$ cat src/rtl/fetch_pkg.sv
// rtl/fetch_pkg.sv - shared types and widths for the rv32i instruction fetch controller
package fetch_pkg;

   localparam int XLEN = 32;

   typedef enum logic [1:0] {
      S_HOLD,
      S_REQ,
      S_WAIT,
      S_DRAIN
   } fetch_state_e;

   typedef struct packed {
      logic [XLEN-1:0] instr;
      logic [XLEN-1:0] pc;
   } fetch_pair_t;

endpackage

$ cat src/rtl/fetch_if.sv
// rtl/fetch_if.sv - instruction memory fetch port (request/grant, response valid/data)
interface fetch_if;
   import fetch_pkg::*;

   logic            imem_req;
   logic            imem_gnt;
   logic            imem_rvalid;
   logic [XLEN-1:0] imem_rdata;

   modport master (output imem_req, input imem_gnt, input imem_rvalid, input imem_rdata);
   modport slave  (input imem_req, output imem_gnt, output imem_rvalid, output imem_rdata);

endinterface

$ cat src/rtl/fetch_skid_buf.sv
// rtl/fetch_skid_buf.sv - one-entry instruction/pc holding buffer used while decode stalls
module fetch_skid_buf
   import fetch_pkg::*;
(
   input  logic        clk,
   input  logic        rst_n,
   input  logic        load,
   input  logic        consume,
   input  logic        clear,
   input  fetch_pair_t din,
   output fetch_pair_t dout,
   output logic        buf_v
);

   always_ff @(posedge clk or negedge rst_n) begin
      if (!rst_n) begin
         buf_v <= 1'b0;
         dout  <= '0;
      end else begin
         if (clear)
            buf_v <= 1'b0;
         else if (load)
            buf_v <= 1'b1;
         else if (consume)
            buf_v <= 1'b0;
         if (load)
            dout <= din;
      end
   end

endmodule

$ cat src/rtl/fetch_ctrl.sv
// rtl/fetch_ctrl.sv - pc sequencing and single-outstanding instruction fetch for the rv32i core
// Optional FETCH_MISALIGN_TRAP_EN: misaligned branch targets raise misalign_exc instead of redirecting.
module fetch_ctrl
   import fetch_pkg::*;
#(
   parameter int RESET_HOLD = 2
) (
   input  logic            clk,
   input  logic            rst_n,
   input  logic [XLEN-1:0] pc_in,
   output logic            pc_stall,
   output logic            pc_taken,
   output logic [XLEN-1:0] pc_target,
   input  logic            stall_id,
   input  logic            br_taken,
   input  logic [XLEN-1:0] br_target,
   input  logic            trap,
   input  logic [XLEN-1:0] trap_vec,
   fetch_if.master         imem,
   output logic            if_valid,
   output logic [XLEN-1:0] if_instr,
   output logic [XLEN-1:0] if_pc,
   output logic            flush_if,
   output logic            flush_id
`ifdef FETCH_MISALIGN_TRAP_EN
   ,
   output logic            misalign_exc,
   output logic [XLEN-1:0] misalign_addr
`endif
);

   localparam int CW = (RESET_HOLD > 1) ? $clog2(RESET_HOLD + 1) : 1;

   fetch_state_e    state, state_nxt;
   logic [CW-1:0]   hold_cnt, cnt_nxt;
   logic [XLEN-1:0] fetch_pc;
   logic [XLEN-1:0] tgt;
   logic            redirect, req, grant, pass, load, consume, buf_v;
   fetch_pair_t     buf_q;

   always_ff @(posedge clk or negedge rst_n) begin
      if (!rst_n) begin
         state    <= S_HOLD;
         hold_cnt <= CW'(RESET_HOLD);
      end else begin
         state    <= state_nxt;
         hold_cnt <= cnt_nxt;
      end
   end

   // A redirect while a response is outstanding must swallow that response before refetching.
   always_comb begin
      state_nxt = state;
      cnt_nxt   = hold_cnt;
      case (state)
         S_HOLD: begin
            if (hold_cnt == '0)
               state_nxt = S_REQ;
            else
               cnt_nxt = hold_cnt - 1'b1;
         end
         S_REQ: begin
            if (grant)
               state_nxt = S_WAIT;
         end
         S_WAIT: begin
            if (redirect)
               state_nxt = imem.imem_rvalid ? S_REQ : S_DRAIN;
            else if (imem.imem_rvalid)
               state_nxt = S_REQ;
         end
         S_DRAIN: begin
            if (imem.imem_rvalid)
               state_nxt = S_REQ;
         end
         default: state_nxt = S_HOLD;
      endcase
   end

   always_comb begin
      redirect = trap | br_taken;
      req      = (state == S_REQ) && !stall_id && !buf_v && !redirect;
      grant    = req && imem.imem_gnt;
      pc_stall = !grant;
      pass     = (state == S_WAIT) && imem.imem_rvalid && !redirect && !stall_id;
      load     = (state == S_WAIT) && imem.imem_rvalid && !redirect && stall_id;
      consume  = buf_v && !stall_id;
      if_valid = !redirect && (pass || buf_v);
      if_instr = buf_v ? buf_q.instr : imem.imem_rdata;
      if_pc    = buf_v ? buf_q.pc : fetch_pc;
      flush_if = redirect;
      flush_id = redirect;
      tgt      = trap ? trap_vec : br_target;
`ifdef FETCH_MISALIGN_TRAP_EN
      pc_taken  = redirect && !(br_taken && !trap && (br_target[1:0] != 2'b00));
      pc_target = tgt;
`else
      pc_taken  = redirect;
      pc_target = tgt & ~XLEN'(3);
`endif
   end

   assign imem.imem_req = req;

   always_ff @(posedge clk or negedge rst_n) begin
      if (!rst_n)
         fetch_pc <= '0;
      else if (grant)
         fetch_pc <= pc_in;
   end

`ifdef FETCH_MISALIGN_TRAP_EN
   logic mis_br;
   assign mis_br = br_taken && !trap && (br_target[1:0] != 2'b00);

   always_ff @(posedge clk or negedge rst_n) begin
      if (!rst_n) begin
         misalign_exc  <= 1'b0;
         misalign_addr <= '0;
      end else begin
         misalign_exc <= mis_br;
         if (mis_br)
            misalign_addr <= br_target;
      end
   end
`endif

   fetch_skid_buf u_skid (
      .clk     (clk),
      .rst_n   (rst_n),
      .load    (load),
      .consume (consume),
      .clear   (redirect),
      .din     ({imem.imem_rdata, fetch_pc}),
      .dout    (buf_q),
      .buf_v   (buf_v)
   );

endmodule

$ cat src/flat_wrapper.sv
// flat-port wrapper written by rule: the top's interface ports become plain ports
module fetch_ctrl_flat import fetch_pkg::*;
#(
   parameter int RESET_HOLD = 2
)
  (clk, rst_n, pc_in, pc_stall, pc_taken, pc_target, stall_id, br_taken, br_target, trap, trap_vec, if_valid, if_instr, if_pc, flush_if, flush_id, imem_imem_req, imem_imem_gnt, imem_imem_rvalid, imem_imem_rdata);
  fetch_if imem_i ();
  input  logic clk;
  input  logic rst_n;
  input  logic [XLEN-1:0] pc_in;
  output logic pc_stall;
  output logic pc_taken;
  output logic [XLEN-1:0] pc_target;
  input  logic stall_id;
  input  logic br_taken;
  input  logic [XLEN-1:0] br_target;
  input  logic trap;
  input  logic [XLEN-1:0] trap_vec;
  output logic if_valid;
  output logic [XLEN-1:0] if_instr;
  output logic [XLEN-1:0] if_pc;
  output logic flush_if;
  output logic flush_id;
  output wire logic [$bits(imem_i.imem_req)-1:0] imem_imem_req;
  input wire logic [$bits(imem_i.imem_gnt)-1:0] imem_imem_gnt;
  input wire logic [$bits(imem_i.imem_rvalid)-1:0] imem_imem_rvalid;
  input wire logic [$bits(imem_i.imem_rdata)-1:0] imem_imem_rdata;
  assign imem_imem_req = imem_i.imem_req;
  assign imem_i.imem_gnt = imem_imem_gnt;
  assign imem_i.imem_rvalid = imem_imem_rvalid;
  assign imem_i.imem_rdata = imem_imem_rdata;
  fetch_ctrl #(.RESET_HOLD(RESET_HOLD)) u_core (.clk(clk), .rst_n(rst_n), .pc_in(pc_in), .pc_stall(pc_stall), .pc_taken(pc_taken), .pc_target(pc_target), .stall_id(stall_id), .br_taken(br_taken), .br_target(br_target), .trap(trap), .trap_vec(trap_vec), .imem(imem_i), .if_valid(if_valid), .if_instr(if_instr), .if_pc(if_pc), .flush_if(flush_if), .flush_id(flush_id));
endmodule
$ cat config.mk
export PLATFORM = sky130hd
export DESIGN_NAME = fetch_ctrl_flat
export DESIGN_NICKNAME = d
export VERILOG_FILES = /design/src/rtl/fetch_pkg.sv /design/src/rtl/fetch_if.sv /design/src/rtl/fetch_skid_buf.sv /design/src/rtl/fetch_ctrl.sv /design/src/flat_wrapper.sv
export SDC_FILE = /design/constraint.sdc
export NUM_CORES = 1
export LEC_CHECK = 0
export ABC_AREA = 1
export BUFFER_PORTS_ARGS = -buffer_cell sky130_fd_sc_hd__buf_2
export CORE_ASPECT_RATIO = 1.4
export CORE_UTILIZATION = 50
export DETAILED_ROUTE_END_ITERATION = 10
export PLACE_DENSITY = 0.83
export SYNTH_ARGS = -nofsm -noshare
export SYNTH_HDL_FRONTEND = slang
export SYNTH_SLANG_ARGS = --single-unit
export TNS_END_PERCENT = 50
$ cat constraint.sdc
create_clock -name clk -period 4 [get_ports clk]
set_input_delay 0.2 -clock clk [delete_from_list [all_inputs] [get_ports clk]]
set_output_delay 0.2 -clock clk [all_outputs]
set_load 0.02 [all_outputs]
==> results of run 1 <==
## report_power, final
part,switching (uW),total (uW),internal (uW)
Sequential,46.3,1160,1110
Clock,373,863,491
Combinational,374,573,199
## synth_stat cells (all sizes together)
cell type / count / area share (%)
nand3: 32 / 3.2
dfstp: 1 / 0.52
buf: 26 / 3.1
dfrtp: 100 / 50
a21oi: 1 / 0.099
nand4: 1 / 0.25
xor2: 1 / 0.17
o21ai: 131 / 13
inv: 73 / 5.4
nand2: 292 / 22
clkbuf: 22 / 1.6
conb: 1 / 0.074
ha: 1 / 0.25
nor2: 9 / 0.97
## state kept, by name, indices dropped and copies added, names as in the netlist
signal               count
u_core.fetch_pc         32
u_core.hold_cnt          2
u_core.state             2
u_core.u_skid.buf_v      1
u_core.u_skid.dout      64
## routing by layer
layer / share of wire [%] / up-vias / track usage, %
met5: 0.31 / - / 0
met4: 1.2 / 8 / 8.33
met3: 9.9 / 18 / 10.3
met2: 46 / 174 / 39.0
met1: 42 / 2186 / 30.6
li1: - / 2544 / -
## layout make-up
class,count,area [um^2]
clock inverters,6,70.1
flip-flops and latches,101,2530
multi-input cells,470,2020
repair buffers,236,1200
clock buffers,10,229
fillers,884,3350
diodes,2,5.00
inverters,73,274
well taps,135,169
## cells by family (layout without fill, tap and decap cells)
logic type      count (synthesis)  after routing  share of synthesized area (%)
xor+xnor                        1              1                          0.174
buf+inv                       121            325                           10.1
other cells                     1              4                         0.0743
flops                         101            101                           50.1
compound gates                132            132                           13.1
fa+ha+maj                       1              1                          0.248
simple gates                  334            334                           26.2
## critical path, stage by stage, from the launching register on
cell	delay [ns]
dfrtp_4	0.42
buf_4	0.79
o21ai_0	0.27
buf_2	0.22
## how the worst max path moves through the flow
stage | end | slack, ns | cells after the start
6_report | if_pc[11] | 1.66 | 3
5_1_grt | u_core.u_skid.dout[57] | 1.45 | 8
4_1_cts | if_pc[25] | 1.64 | 3
3_5_place_dp | u_core.u_skid.dout[32] | 1.40 | 8
3_3_place_gp | u_core.u_skid.dout[55] | 1.43 | 8
2_1_floorplan | if_instr[19] | 2.54 | 3
## metrics by stage
| stage | total power (uW) | cells | area (um^2) |
|---|---|---|---|
| 6_report | 2590 | 1033 | 6490 |
| 5_1_grt | 2730 | 1032 | 6490 |
| 3_3_place_gp | 1740 | 1015 | 6190 |
| 3_5_place_dp | 1750 | 1015 | 6190 |
| 2_1_floorplan | 1520 | 692 | 5050 |
| 4_1_cts | 2620 | 1031 | 6490 |
## layout by cell type (no fill, tap or decap), types with 2 or more instances in the layout
cell / netlist / routed
nand2_1: 291 / 290
buf_2: 15 / 229
dfrtp_1: 100 / 99
inv_1: 72 / 72
o21ai_0: 72 / 72
o21ai_1: 59 / 59
nand3_1: 32 / 32
clkbuf_16: 0 / 9
nor2_1: 7 / 7
buf_4: 8 / 7
diode_2: 0 / 2
nor2_4: 2 / 2
conb_1: 1 / 2
inv_6: 0 / 2
clkinv_4: 0 / 2
==> impl_results.md, run 1 <==
- H-tree depth: 3
- Max_cap viols: 0
- Core Region: 9850 um^2
- Starting Density: 51.2%
- Vias in the first global route: roughly 4,500
- Crit path kind: flip-flop to primary output
- Core Util, Final: 66.0%
- Largest net degree at the start of global routing: between 100 and 150
- Post-Synthesis Cell Area: between 5000 and 6000 um^2
- RSZ-0062 raised after global routing: no
- Post-DP HPWL: ~8700 um
- Root Buffer: clkbuf_16
- Antenna Nets Post-Route: 0
- DRC: 0
- Vert. Die Dim: 121 um
- Seq/Total Area, Yosys: 50.1%
- Worst-case clock buffer depth: 2
- Setup TNS: 0 ns
- Synth-to-Final Area Change: 28.7%
- I/O pin count: ~240
- Reg2Reg Setup Slack: between 2 and 2.5 ns
- Worst slack, placed: between 1 and 1.5 ns
- Worst R2R End: u_core.u_skid.dout[30]
- FP Rows: 43
- Final setup skew: 0.00845 ns
- CTS buffer count: 9
- Global-route wire length before repair: 20,200 um
- Final hold slack: -0.0351 ns
- Crit end category: primary output
- Post-route setup slack: ~1.7 ns
- Final Cycle Share: a little under 60%
- Initial antenna violation count: 6
- Cell variety after synth: 21
- Drt pass-1 iters: 4
- RR Startpoint: u_core.state[0]
- Slew of the pin with the lowest slew margin: 1.09 ns
- Setup crit start: u_core.u_skid.buf_v
- Synth Area per Inst: 7.30 um^2
- CTS tree: built
- Routed length per placed instance: 12.0 um
- R2r worst-path depth: 7
- Min-delay worst type: input pin to asynchronous set/reset pin
- Congestion Overflow GR: 0
- Final Hold Fails: 15
- Die X: 86.9 um
- Slew Limit Headroom: 27.5%
- Sink Count: 101
- Post_cts resized: 0
- CTS Hold Bufs: 0
- Yosys reg bits: 101
- Vias/cell: around 4.8
- Achievable frequency: between 400 and 500 MHz
- Fin nets: ~1,000
- Worst-Skew Late Latency: around 0.34 ns
- GP Congestion: 0.844
- Max FO, Critical Path: 130
- Via total after detailed routing: 4,930
- DR iter-0 viols: 271
- Final Critical Period: 2.34 ns
- Pwr dens: 399 nW/um^2
- Port-buffer cells: 230
- Final setup fails: 0
- Setup bufs post-CTS: 0
- Die ar.: 10,500 um^2
- Data required time of the critical path: 3.80 ns
- Synth warn: 0
- Pins Over Slew Limit: 0
- Status: finished with violations
- Critical Path Start Type: flip-flop
- Failing checks: hold timing
- Peak supply drop: approximately 0.26 mV
- CP Data Arrival Time: 2.14 ns
- Share of layout cells above drive strength 1: 28.9%
- Clk pin slew, worst setup/hold paths: 0.07 ns
- Synthesized instance count: 691
- LEAKAGE: 0.00364 uW
- Routed WL: 12,400 um
- All-Layer GR Usage: between 20% and 30%
(Power assumes the default switching activity.)
==> run 2: changes to the inputs <==
- CORE_UTILIZATION: 50 -> 42
- PLACE_DENSITY: 0.83 -> 0.74
- clock period: 4 -> 1.9 ns (I/O delays scaled with it)
==> impl_results.md, run 2 (synthesis results as in run 1) <==
- Status: completed
- CTS buffer count: 9 (unchanged)
- Max stage delay cell, worst path: dfrtp_4
- Global-route wire length before repair: 21,300 um (+5.3%)
- CP Cell Sequence: nor2_4, nand2_1, nor2_4, buf_12, buf_2
- GP Congestion: 0.799 (-5.3%)
- Core Region: 11,800 um^2 (+19%)
- Int Pwr: 3880 uW (+120%)
- Max_cap viols: 0 (unchanged)
- Switching part of the total: 30.1% (-0.51 points)
- Largest net degree at the start of global routing: 109 (-17%)
- Most frequent cells in the layout: 290 x nand2_1, 229 x buf_2, 99 x dfrtp_1
- Crit-path most repeated cell: nor2_4
- Post-route cell area: 6980 um^2 (+7.4%)
- Peak supply drop: 0.445 mV (+73%)
- Bufs and invs on worst path: 2 (unchanged)
- Clk pin slew, worst setup/hold paths: 0.07 ns (about the same)
- Combinational power share: 23.2% (+1.1 points)
- Sink Count: 101 (unchanged)
- Fin nets: 1,068 (+4.0%)
- Synth-to-Final Area Change: 38.3%
- DR iter-0 viols: 244 (-10%)
- CP top delay family: flip-flops
- Largest register by flop count: u_core.u_skid.dout
- Crit path kind: flip-flop to primary output
- Die X: 94.6 um (+8.9%)
- Final Cycle Share: 96.3%
- Die ar.: 12,500 um^2 (+19%)
- Congestion Overflow GR: 0 (unchanged)
- Max FO, Critical Path: 28 (-78%)
- Vias in the first global route: 4,624 (+3.3%)
- All-Layer GR Usage: 21.6% (-3.1 points)
- H-tree depth: 3 (unchanged)
- Critical Path Start Type: flip-flop
- CTS tree: built
- Fillers: 1,094 (+24%)
- Non-Filler Instances: 1,084 (+4.9%)
- Data required time of the critical path: 1.80 ns (-2.00 ns)
- Routed length per placed instance: 12.0 um (-0.15%)
- Vias/cell: 4.62 (-3.1%)
- Post-DP HPWL: 8890 um (+2.0%)
- Via total after detailed routing: 5,011 (+1.6%)
- Starting Density: 42.9% (-8.3 points)
- Min-delay worst type: input pin to flip-flop
- Port-buffer cells: 230 (unchanged)
- Final setup skew: 0.00696 ns (-0.00149 ns)
- Initial antenna violation count: 0 (-6)
- Pins Over Slew Limit: 0 (unchanged)
- Worst-case clock buffer depth: 2 (unchanged)
- Antenna Nets Post-Route: 0 (unchanged)
- Routed WL: 13,000 um (+4.8%)
- FP Rows: 47 (+9.3%)
- Setup TNS: 0 ns (unchanged)
- Final Hold Fails: 0 (-15)
- Clock power frac: 32.9% (-0.4 points)
- Share of layout cells above drive strength 1: 28.3% (-0.62 points)
- Sw power: 1670 uW (+110%)
- CP max stage delay: 0.51 ns (-0.28 ns)
- Vert. Die Dim: 132 um (+9.0%)
- RSZ-0062 raised after global routing: yes
- Dpl cells: 1,035 (+2.0%)
- CP Data Arrival Time: 1.73 ns (-0.41 ns)
- Most common cell after layout, fill and taps aside: nand2_1
- Power Total: 5550 uW (+110%)
- Drt pass-1 iters: 5 (+1)
- Worst-Skew Late Latency: 0.34 ns (about the same)
- Sequential group share of total power: 43.8% (-0.8 points)
- Root Buffer: clkbuf_16
- Setup bufs post-CTS: 0 (unchanged)
- Largest regs: u_core.u_skid.dout (64), u_core.fetch_pc (32)
- Ant diodes: 0 (-2)
- LEAKAGE: 0.00384 uW (+5.4%)
- Final Critical Period: 1.83 ns
- Achievable frequency: 547 MHz
- DRC: 0 (unchanged)
- Crit end category: primary output
- Post-DP Area: 6340 um^2 (+2.4%)
- Max reg flops: 64 (unchanged)
- I/O pin count: 237 (unchanged)
- Final setup fails: 0 (unchanged)
- Pwr dens: 796 nW/um^2 (+99%)
run 2: metal layers:
metal | share of wire (%) | wire length, um | global-route usage, % | up-vias
met3 | 6.2 | 811 | 5.73 | 21
met1 | 44 | 5740 | 27.8 | 2205
met5 | 0 | 0 | 0 | -
li1 | - | - | - | 2617
met2 | 48 | 6210 | 34.4 | 168
met4 | 2.1 | 272 | 8.25 | 0
run 2: final timing paths:
kind                                     endpoint           startpoint  cells after the start  slack [ns]
hold reg to reg                u_core.fetch_pc[5]   u_core.fetch_pc[5]                      2        0.47
hold / removal             u_core.u_skid.dout[34]   imem_imem_rdata[2]                      3       0.008
setup / recovery                    imem_imem_req  u_core.u_skid.buf_v                      5        0.07
setup reg to reg           u_core.u_skid.dout[46]      u_core.state[0]                      7        0.31
max in group asynchronous     u_core.fetch_pc[21]                rst_n                      3        0.98
min in group asynchronous  u_core.u_skid.dout[35]                rst_n                      2        0.24
run 2: area by class of cell:
class / instances / area, um^2 / share of cell area (%)
Clock buffer: 13 / 250 / 3.59
Clock inverter: 3 / 46.3 / 0.664
Inverter: 73 / 274 / 3.93
Multi-Input combinational cell: 470 / 2030 / 29.0
Sequential cell: 101 / 2530 / 36.3
Tap cell: 147 / 184 / 2.64
Timing Repair Buffer: 277 / 1660 / 23.9
run 2: metrics by stage:
stage,setup slack [ns],hold WS [ns],utilization (%)
2_1_floorplan,0.544,-0.201,-
5_1_grt,-0.00164,0.00593,59.3
3_5_place_dp,0.331,0.0851,53.9
6_report,0.0706,0.00813,59.3
3_3_place_gp,0.356,0.0750,53.9
4_1_cts,0.00925,0.000305,59.2
run 2: what timing repair did:
item | 4_1_cts | 5_1_grt
endpoints found under the setup margin | 0 | 1
hold buffers | 33 | 0
resized for setup | 0 | 1
hold endpoints to repair | 62 | 0
run 2: power by group through the flow:
stage | combinational, uW | clock, uW | sequential (uW)
final | 1290 | 1830 | 2440
after global routing | 1430 | 1960 | 2460
after CTS | 1300 | 1880 | 2430
after detailed placement | 1240 | 0 | 2470
after global placement | 1220 | 0 | 2470
after floorplan | 737 | 0 | 2450
run 2: worst reg2reg max path, stage by stage (launching register included):
cell,delay (ns)
dfrtp_1,0.39
inv_1,0.09
nand2_1,0.07
nor2_1,0.23
nand2_4,0.26
buf_12,0.27
nand2_1,0.10
o21ai_1,0.06
